<file path="src/rtl/network_tx_retry_buffer.sv">
// Transmit retry buffer: queues tagged frames from the ASP and sends
// them to the link one at a time, retrying on ACK timeout, then dropping.
module network_tx_retry_buffer #(
  parameter int data_size   = 32,
  parameter int tag_size    = 8,
  parameter int depth       = 4,
  parameter int timeout     = 16,
  parameter int max_retries = 3
) (
  input  logic                                 clk,
  input  logic                                 reset,
  input  logic                                 frame_valid_in,
  input  logic [data_size+tag_size-1:0]        frame_in,
  input  logic                                 link_ACK_in,
  output logic                                 tx_valid_out,
  output logic [data_size+tag_size-1:0]        tx_frame_out,
  output logic                                 full_out,
  output logic                                 overflow_out,
  output logic                                 drop_out,
  output logic [$clog2(max_retries+1)-1:0]     retry_count_out,
  output logic [$clog2(depth):0]               occupancy_out
);

  localparam int FW = data_size + tag_size;
  localparam int PW = $clog2(depth);
  localparam int OW = PW + 1;
  localparam int RW = $clog2(max_retries + 1);
  localparam int TW = $clog2(timeout);

  typedef enum logic [1:0] {
    IDLE,
    SEND,
    WAIT_ACK,
    DROP
  } state_t;

  state_t        state;
  state_t        state_next;
  logic [FW-1:0] mem [depth];
  logic [PW-1:0] wr_ptr;
  logic [PW-1:0] rd_ptr;
  logic [PW-1:0] rd_next;
  logic [OW-1:0] occ;
  logic [OW-1:0] occ_next;
  logic [TW-1:0] timer;
  logic [RW-1:0] retries;
  logic [FW-1:0] head_next;

  logic full;
  logic push;
  logic pop;
  logic ack;
  logic timer_done;
  logic retry_max;

  logic          tx_valid_d;
  logic          drop_d;
  logic          overflow_d;
  logic          full_d;
  logic [FW-1:0] frame_d;

  // Full is judged on the current count, so a pop in the same cycle
  // cannot make room for a push.
  assign full       = (occ == OW'(depth));
  assign push       = frame_valid_in && !full;
  assign ack        = (state == WAIT_ACK) && link_ACK_in;
  assign pop        = ack || (state == DROP);
  assign timer_done = (timer == TW'(timeout - 1));
  assign retry_max  = (retries == RW'(max_retries));

  // Next occupancy, read pointer and the frame that will be at the head.
  always_comb begin
    occ_next = occ;
    unique case ({push, pop})
      2'b10:   occ_next = occ + OW'(1);
      2'b01:   occ_next = occ - OW'(1);
      default: occ_next = occ;
    endcase
    rd_next = pop ? rd_ptr + PW'(1) : rd_ptr;
    if (push && (wr_ptr == rd_next)) begin
      head_next = frame_in;
    end else begin
      head_next = mem[rd_next];
    end
  end

  // Frame storage; contents need no reset since occupancy gates them.
  always_ff @(posedge clk) begin
    if (push) begin
      mem[wr_ptr] <= frame_in;
    end
  end

  // FIFO pointers and entry count.
  always_ff @(posedge clk or negedge reset) begin
    if (!reset) begin
      wr_ptr <= '0;
      rd_ptr <= '0;
      occ    <= '0;
    end else begin
      if (push) begin
        wr_ptr <= wr_ptr + PW'(1);
      end
      rd_ptr <= rd_next;
      occ    <= occ_next;
    end
  end

  // FSM state register.
  always_ff @(posedge clk or negedge reset) begin
    if (!reset) begin
      state <= IDLE;
    end else begin
      state <= state_next;
    end
  end

  // FSM next-state logic; an ACK beats a coincident timeout.
  always_comb begin
    state_next = state;
    unique case (state)
      IDLE: begin
        if (occ != '0) begin
          state_next = SEND;
        end
      end
      SEND: state_next = WAIT_ACK;
      WAIT_ACK: begin
        if (link_ACK_in) begin
          state_next = IDLE;
        end else if (timer_done) begin
          state_next = retry_max ? DROP : SEND;
        end
      end
      DROP: state_next = IDLE;
      default: state_next = IDLE;
    endcase
  end

  // ACK wait timer and per-frame retransmission counter.
  always_ff @(posedge clk or negedge reset) begin
    if (!reset) begin
      timer   <= '0;
      retries <= '0;
    end else begin
      if (state == SEND) begin
        timer <= '0;
      end else if ((state == WAIT_ACK) && !link_ACK_in && !timer_done) begin
        timer <= timer + TW'(1);
      end
      if (pop) begin
        retries <= '0;
      end else if ((state == WAIT_ACK) && !link_ACK_in && timer_done
                   && !retry_max) begin
        retries <= retries + RW'(1);
      end
    end
  end

  // Output decode from state and FIFO flags, fed to the output registers.
  always_comb begin
    tx_valid_d = (state == SEND);
    drop_d     = (state == DROP);
    overflow_d = frame_valid_in && full;
    full_d     = (occ_next == OW'(depth));
    frame_d    = (occ_next != '0) ? head_next : '0;
  end

  // Output registers.
  always_ff @(posedge clk or negedge reset) begin
    if (!reset) begin
      tx_valid_out <= 1'b0;
      drop_out     <= 1'b0;
      overflow_out <= 1'b0;
      full_out     <= 1'b0;
      tx_frame_out <= '0;
    end else begin
      tx_valid_out <= tx_valid_d;
      drop_out     <= drop_d;
      overflow_out <= overflow_d;
      full_out     <= full_d;
      tx_frame_out <= frame_d;
    end
  end

  assign retry_count_out = retries;
  assign occupancy_out   = occ;

endmodule
</file>
<file path="config.mk">
export PLATFORM = sky130hd
export DESIGN_NAME = network_tx_retry_buffer
export DESIGN_NICKNAME = d
export VERILOG_FILES = /design/src/rtl/network_tx_retry_buffer.sv
export SDC_FILE = /design/constraint.sdc
export NUM_CORES = 1
export LEC_CHECK = 0
export BUFFER_PORTS_ARGS = -buffer_cell sky130_fd_sc_hd__buf_2
export CAP_MARGIN = 10
export CORE_UTILIZATION = 49
export CTS_CLUSTER_SIZE = 28
export DETAILED_ROUTE_END_ITERATION = 8
export PLACE_DENSITY = 0.73
export SETUP_SLACK_MARGIN = 0.05
export SYNTH_ARGS = -nofsm -noshare
export SYNTH_HDL_FRONTEND = slang
export SYNTH_SLANG_ARGS = --single-unit
</file>
<file path="constraint.sdc">
create_clock -name clk -period 3.1 [get_ports clk]
set_clock_uncertainty 0.15 [all_clocks]
set_input_delay 0.465 -clock clk [delete_from_list [all_inputs] [get_ports clk]]
set_output_delay 0.465 -clock clk [all_outputs]
set_load 0.005 [all_outputs]
</file>
Word level (Yosys, flattened, before mapping):

Memories as Yosys holds them, arrays and structs flattened.
Cells that the tools add are included.

* reduce and logical (&&, ||, !) cells: 19
* eq/ne operators: 12
* mux-type cells: 15
* add/subtract/negate cells: 6

Operators by type and width (number)
* 2-to-1 mux 40 bit: 2
* 2-to-1 mux 2 bit: 7
* == test 2 bit, second input constant: 4
* logical AND 1 bit: 8
* 2-to-1 mux 4 bit: 2
* case mux 2 bit (4 select lines): 1
* adder 2 x 1 -> 2 bit, second input constant: 3
* == test 3 bit, second input constant: 2
* case mux 3 bit (2 select lines): 1
* nonzero test 3 bit: 2
* adder 4 x 1 -> 4 bit, second input constant: 1
* == test 2 x 1 -> 1 bit, second input constant: 2
* == test 4 bit, second input constant: 1
* logical NOT 1 bit: 4
* nonzero test 2 bit: 2
* adder 3 x 1 -> 3 bit, second input constant: 1
* inequality test 3 bit, second input constant: 1
* subtractor 3 x 1 -> 3 bit, second input constant: 1
* == test 2 bit: 1
* logical NOT 2 bit: 1
* 2-to-1 mux 1 bit: 2
* inequality test 2 bit, second input constant: 1
* AND reduction 2 bit: 1
* logical OR 1 bit: 1

* memories kept: 1
* flip-flop bits (word level): 59
* word-level logic and storage cells: 64
* memory bits (writable): 160

Memory list
* mem: depth 4, width 40, read ports 1, clocked after memory_dff 0, wr ports 1, line 39 `logic [FW-1:0] mem [depth];`

Logic depth before layout (Yosys ltp):

* word-level depth: 8
* mapped depth: 14

Worst setup path before layout:

No wires, ideal clock.

* kind: input -> register
* from: in link_ACK_in
* to: reg tx_frame_out[28]
* data required time: 2.829 ns
* library setup time: 0.121 ns
* cell stages on the path: 14
* path buffers: 5
* arrival: 3.051 ns
* setup slack: -0.222 ns
* cells stage by stage: o21ai_2 > inv_2 > buf_4 > buf_2 > buf_2 > ha_1 > fa_1 > xnor2_1 > o21a_1 > nor3_1 > a211oi_2 > buf_2 > buf_6 > a22o_1

* longest elaborated chain between the ends: 7
* elaborated cells between the ends (all ways): 12

RTL lines
* start: declaration: line 14 `input logic link_ACK_in,`
* logical AND 1 bit *: line 66 `assign ack = (state == WAIT_ACK) && link_ACK_in;`
* logical OR 1 bit *: line 67 `assign pop = ack || (state == DROP);`
* branches (longest 4 deep; another with memory read (4 x 40 bit))
* 2-to-1 mux 40 bit *: line 166 `frame_d = (occ_next != '0) ? head_next : '0;`
* via frame_d[28]: line 60 `logic [FW-1:0] frame_d;`
* end signal: assignment: line 182 `tx_frame_out <= frame_d;`
* end: declaration: line 16 `output logic [data_size+tag_size-1:0] tx_frame_out,`

Mark *: on every way through the listed nets, which the timed path passes.
A chain may end at the register's enable or synchronous reset.

Worst setup path in the final report:

* from: reg occ[1], in the netlist occupancy_out[1]
* to: reg tx_frame_out[2]

* longest elaborated chain between the ends: 7
* elaborated cells between the ends (all ways): 12

RTL lines
* start: declaration: line 43 `logic [OW-1:0] occ;`
* start signal: assignment: line 105 `occ <= occ_next;`
* == test 3 bit: line 64 `assign full = (occ == OW'(depth));`
* logical NOT 1 bit: line 65 `assign push = frame_valid_in && !full;`
* logical AND 1 bit: line 65
* == test 2 x 1 -> 1 bit or == test 2 bit (tied branches): line 74 `unique case ({push, pop})`
* case mux 3 bit (2 select lines): line 74
* nonzero test 3 bit: line 166
* 2-to-1 mux 40 bit *: line 166
* via frame_d[2]: line 60

Mark *: on every way through the listed nets, which the timed path passes. The rest lies on a longest branch.

==> impl_metrics.json <==
{
  "grt_pass1_wl_um": 36450,
  "die-area_um2": 21580,
  "cp-start-kind": "register",
  "hold_class": "input pin to register",
  "powerDensity_nw_per_um2": 1081,
  "vias": 7335,
  "synth.distinct_cells": 50,
  "first_global_vias": 6916,
  "root_buffer": "clkbuf_16",
  "cp_max_fo": 17,
  "setup_slack_ns": 0.1482,
  "hpwl_um": 13200,
  "io_buffers": 92,
  "crit_path_end_kind": "register",
  "ioPinCount": 93,
  "fin_crit_sh_pct": 95.22,
  "drtIter0Drc": 609,
  "grt_max_degree": 166,
  "htree_levels": 1,
  "max_freq_ghz": 0.3388,
  "synth_seq_cells": 219,
  "critPathMaxStageDelay_ns": 0.45,
  "ys_seq_area_share_pct": 61.06,
  "rows": 52,
  "drc_errors": 0,
  "rsz0062_at_grt": "false",
  "finalMaxSlewViolations": 0,
  "ys.flop_type": "edfxtp_1",
  "leakage_uw": 0.004360,
  "pre_cts_ws_ns": -0.006643,
  "cap_violations": 0,
  "core_area_um2": 20430,
  "wire_per_inst_um": 19.34,
  "synth_warnings": 0,
  "grtUsageTotal_pct": 21.37,
  "die_h_um": 146.9,
  "avgSynthCellArea_um2": 12.32,
  "period_needed_ns": 2.952,
  "worstMarginPinSlew_ns": 0.7339,
  "async_flop_share_pct": 26.94,
  "post_cts_buffers": 0,
  "ant_nets": 0,
  "crit_required_ns": 3.34,
  "crit_path_top_delay_cell": "fa_1",
  "gp_congestion": 0.7816,
  "die_w_um": 146.9,
  "slew_headroom_pct": 51.07,
  "initial_utilization_pct": 50.36,
  "status": "finished clean",
  "cts_inserted_buffers": 25,
  "crit_type": "register to register",
  "layout-drive-gt1-share_pct": 19.72,
  "worstSkewPairLatency_ns": 0.51,
  "dr.pass1.iters": 5,
  "via_per_inst": 6.200,
  "syn-cell-area_um2": 10290,
  "clk_path_buf_depth": 3,
  "syn_nets": 887,
  "antenna_found_initial": 0,
  "overflow": 0,
  "crit_arrival_ns": 3.19,
  "setup_violations": 0,
  "ir_drop_uv": 624.0,
  "area_growth_pct": 16.35,
  "synth-edff-count": 160,
  "synthCells": 835,
  "clkSinkCount": 219,
  "fill_cells": 1626,
  "crit_chain": "or3b_4 -> nand2_4 -> ha_2 -> fa_1 -> nor3b_2 -> a21oi_1 -> nor3_2 -> buf_4 -> a211oi_4 -> buf_6 -> a22o_1",
  "nNetsFinal": 947,
  "hold_violations": 0,
  "hold-worst-slack_ns": 0.03299,
  "antenna_cells": 0,
  "clk_pin_slew_worst_paths_ns": 0.06,
  "cts_tree": "yes",
  "wirelength_um": 22880
}
[report_power, final]
group	internal, uW	total, uW	switching [uW]
Clock	1860	2990	1130
Sequential	4040	4520	484
Combinational	2370	5420	3050
[per-stage QoR]
step	area (um^2)	cells	setup TNS, ns	power [uW]	utilization, %
floorplan	10330	835	0	8392	-
global placement	11100	1137	0	9783	54.34
detailed placement	11100	1137	-0.007787	9959	54.34
CTS	11950	1183	0	12990	58.51
global route	11970	1183	0	13740	58.59
finish	11970	1183	0	12940	58.59
[worst max-delay path, delay by kind of cell (launching register included)]
family          cells  cell delay [ns]
buf+inv             2             0.36
simple gates        4             0.90
fa+ha+maj           2             0.65
compound gates      3             0.39
flops               1             0.38
[sequential cells by signal (all words and copies together), names as in the netlist]
name / flops
retry_count_out: 2
overflow_out: 1
timer: 4
tx_valid_out: 1
mem: 160
occupancy_out: 3
full_out: 1
state: 2
wr_ptr: 2
tx_frame_out: 40
rd_ptr: 2
drop_out: 1
[layout by cell type, fill, tap and decap left out, drive strengths merged, types with 33 or more instances in the layout]
master,synthesis,final
buf,44,120
nand3b,78,78
edfxtp,160,160
a311o,40,40
o31ai,39,39
nor2,46,46
clkbuf,44,33
nand2,95,95
nor3,43,43
a22o,39,39
dfrtp,59,59
o311ai,39,39
a221oi,39,39
[layout make-up]
cell class,instances,area (um^2),share of cell area (%)
Clock buffer,33,675.6,5.645
Clock inverter,12,166.4,1.390
Inverter,5,21.27,0.1777
Multi-Input combinational cell,523,3640,30.41
Sequential cell,219,6290,52.55
Tap cell,270,337.8,2.822
Timing Repair Buffer,121,838.3,7.004
[Yosys cell counts (39+ instances only)]
library cell  instances  area, um^2
nor2_1               46       172.7
clkbuf_1             44       165.2
edfxtp_1            160        4805
dfrtp_1              59        1476
o31ai_1              39       292.8
a311o_1              40       400.4
a221oi_1             39       341.6
nand3b_1             78       585.6
nand2_1              95       356.6
o311ai_0             39       341.6
nor3_1               42       210.2
a22o_1               39       341.6
[what timing repair did]
action                                  in CTS  in global routing
endpoints found under the setup margin       0                 39
hold buffers                                 1                  0
resized for setup                            0                  4
hold endpoints to repair                    19                  0
[layer usage]
metal	track usage (%)	up-vias	wire, um
met2	35.62	223	11120
met3	3.230	36	1253
met4	6.289	0	393
li1	-	3439	-
met5	0	-	0
met1	29.11	3637	10110
[cell families after synthesis]
family / synth area share [%]
simple gates: 14.77
flops: 61.06
compound gates: 18.01
buf+inv: 4.050
xor+xnor: 0.7541
fa+ha+maj: 1.046
mux: 0.3162
[worst paths after layout]
check | startpoint | endpoint | slack, ns | depth (start not counted)
worst max-delay path | occupancy_out[1]$_DFF_PN0_ | tx_frame_out[2]$_DFF_PN0_ | 0.15 | 11
worst min-delay path | frame_in[9] | mem[0][9]$_DFFE_PP_ | 0.03 | 1
worst max register to register | occupancy_out[1]$_DFF_PN0_ | tx_frame_out[2]$_DFF_PN0_ | 0.15 | 11
worst min register to register | timer[1]$_DFFE_PN0P_ | timer[1]$_DFFE_PN0P_ | 0.38 | 2
max in group asynchronous | reset | rd_ptr[1]$_DFF_PN0_ | 1.78 | 3
min in group asynchronous | reset | tx_frame_out[6]$_DFF_PN0_ | 0.34 | 2
(Power assumes the default switching activity.)
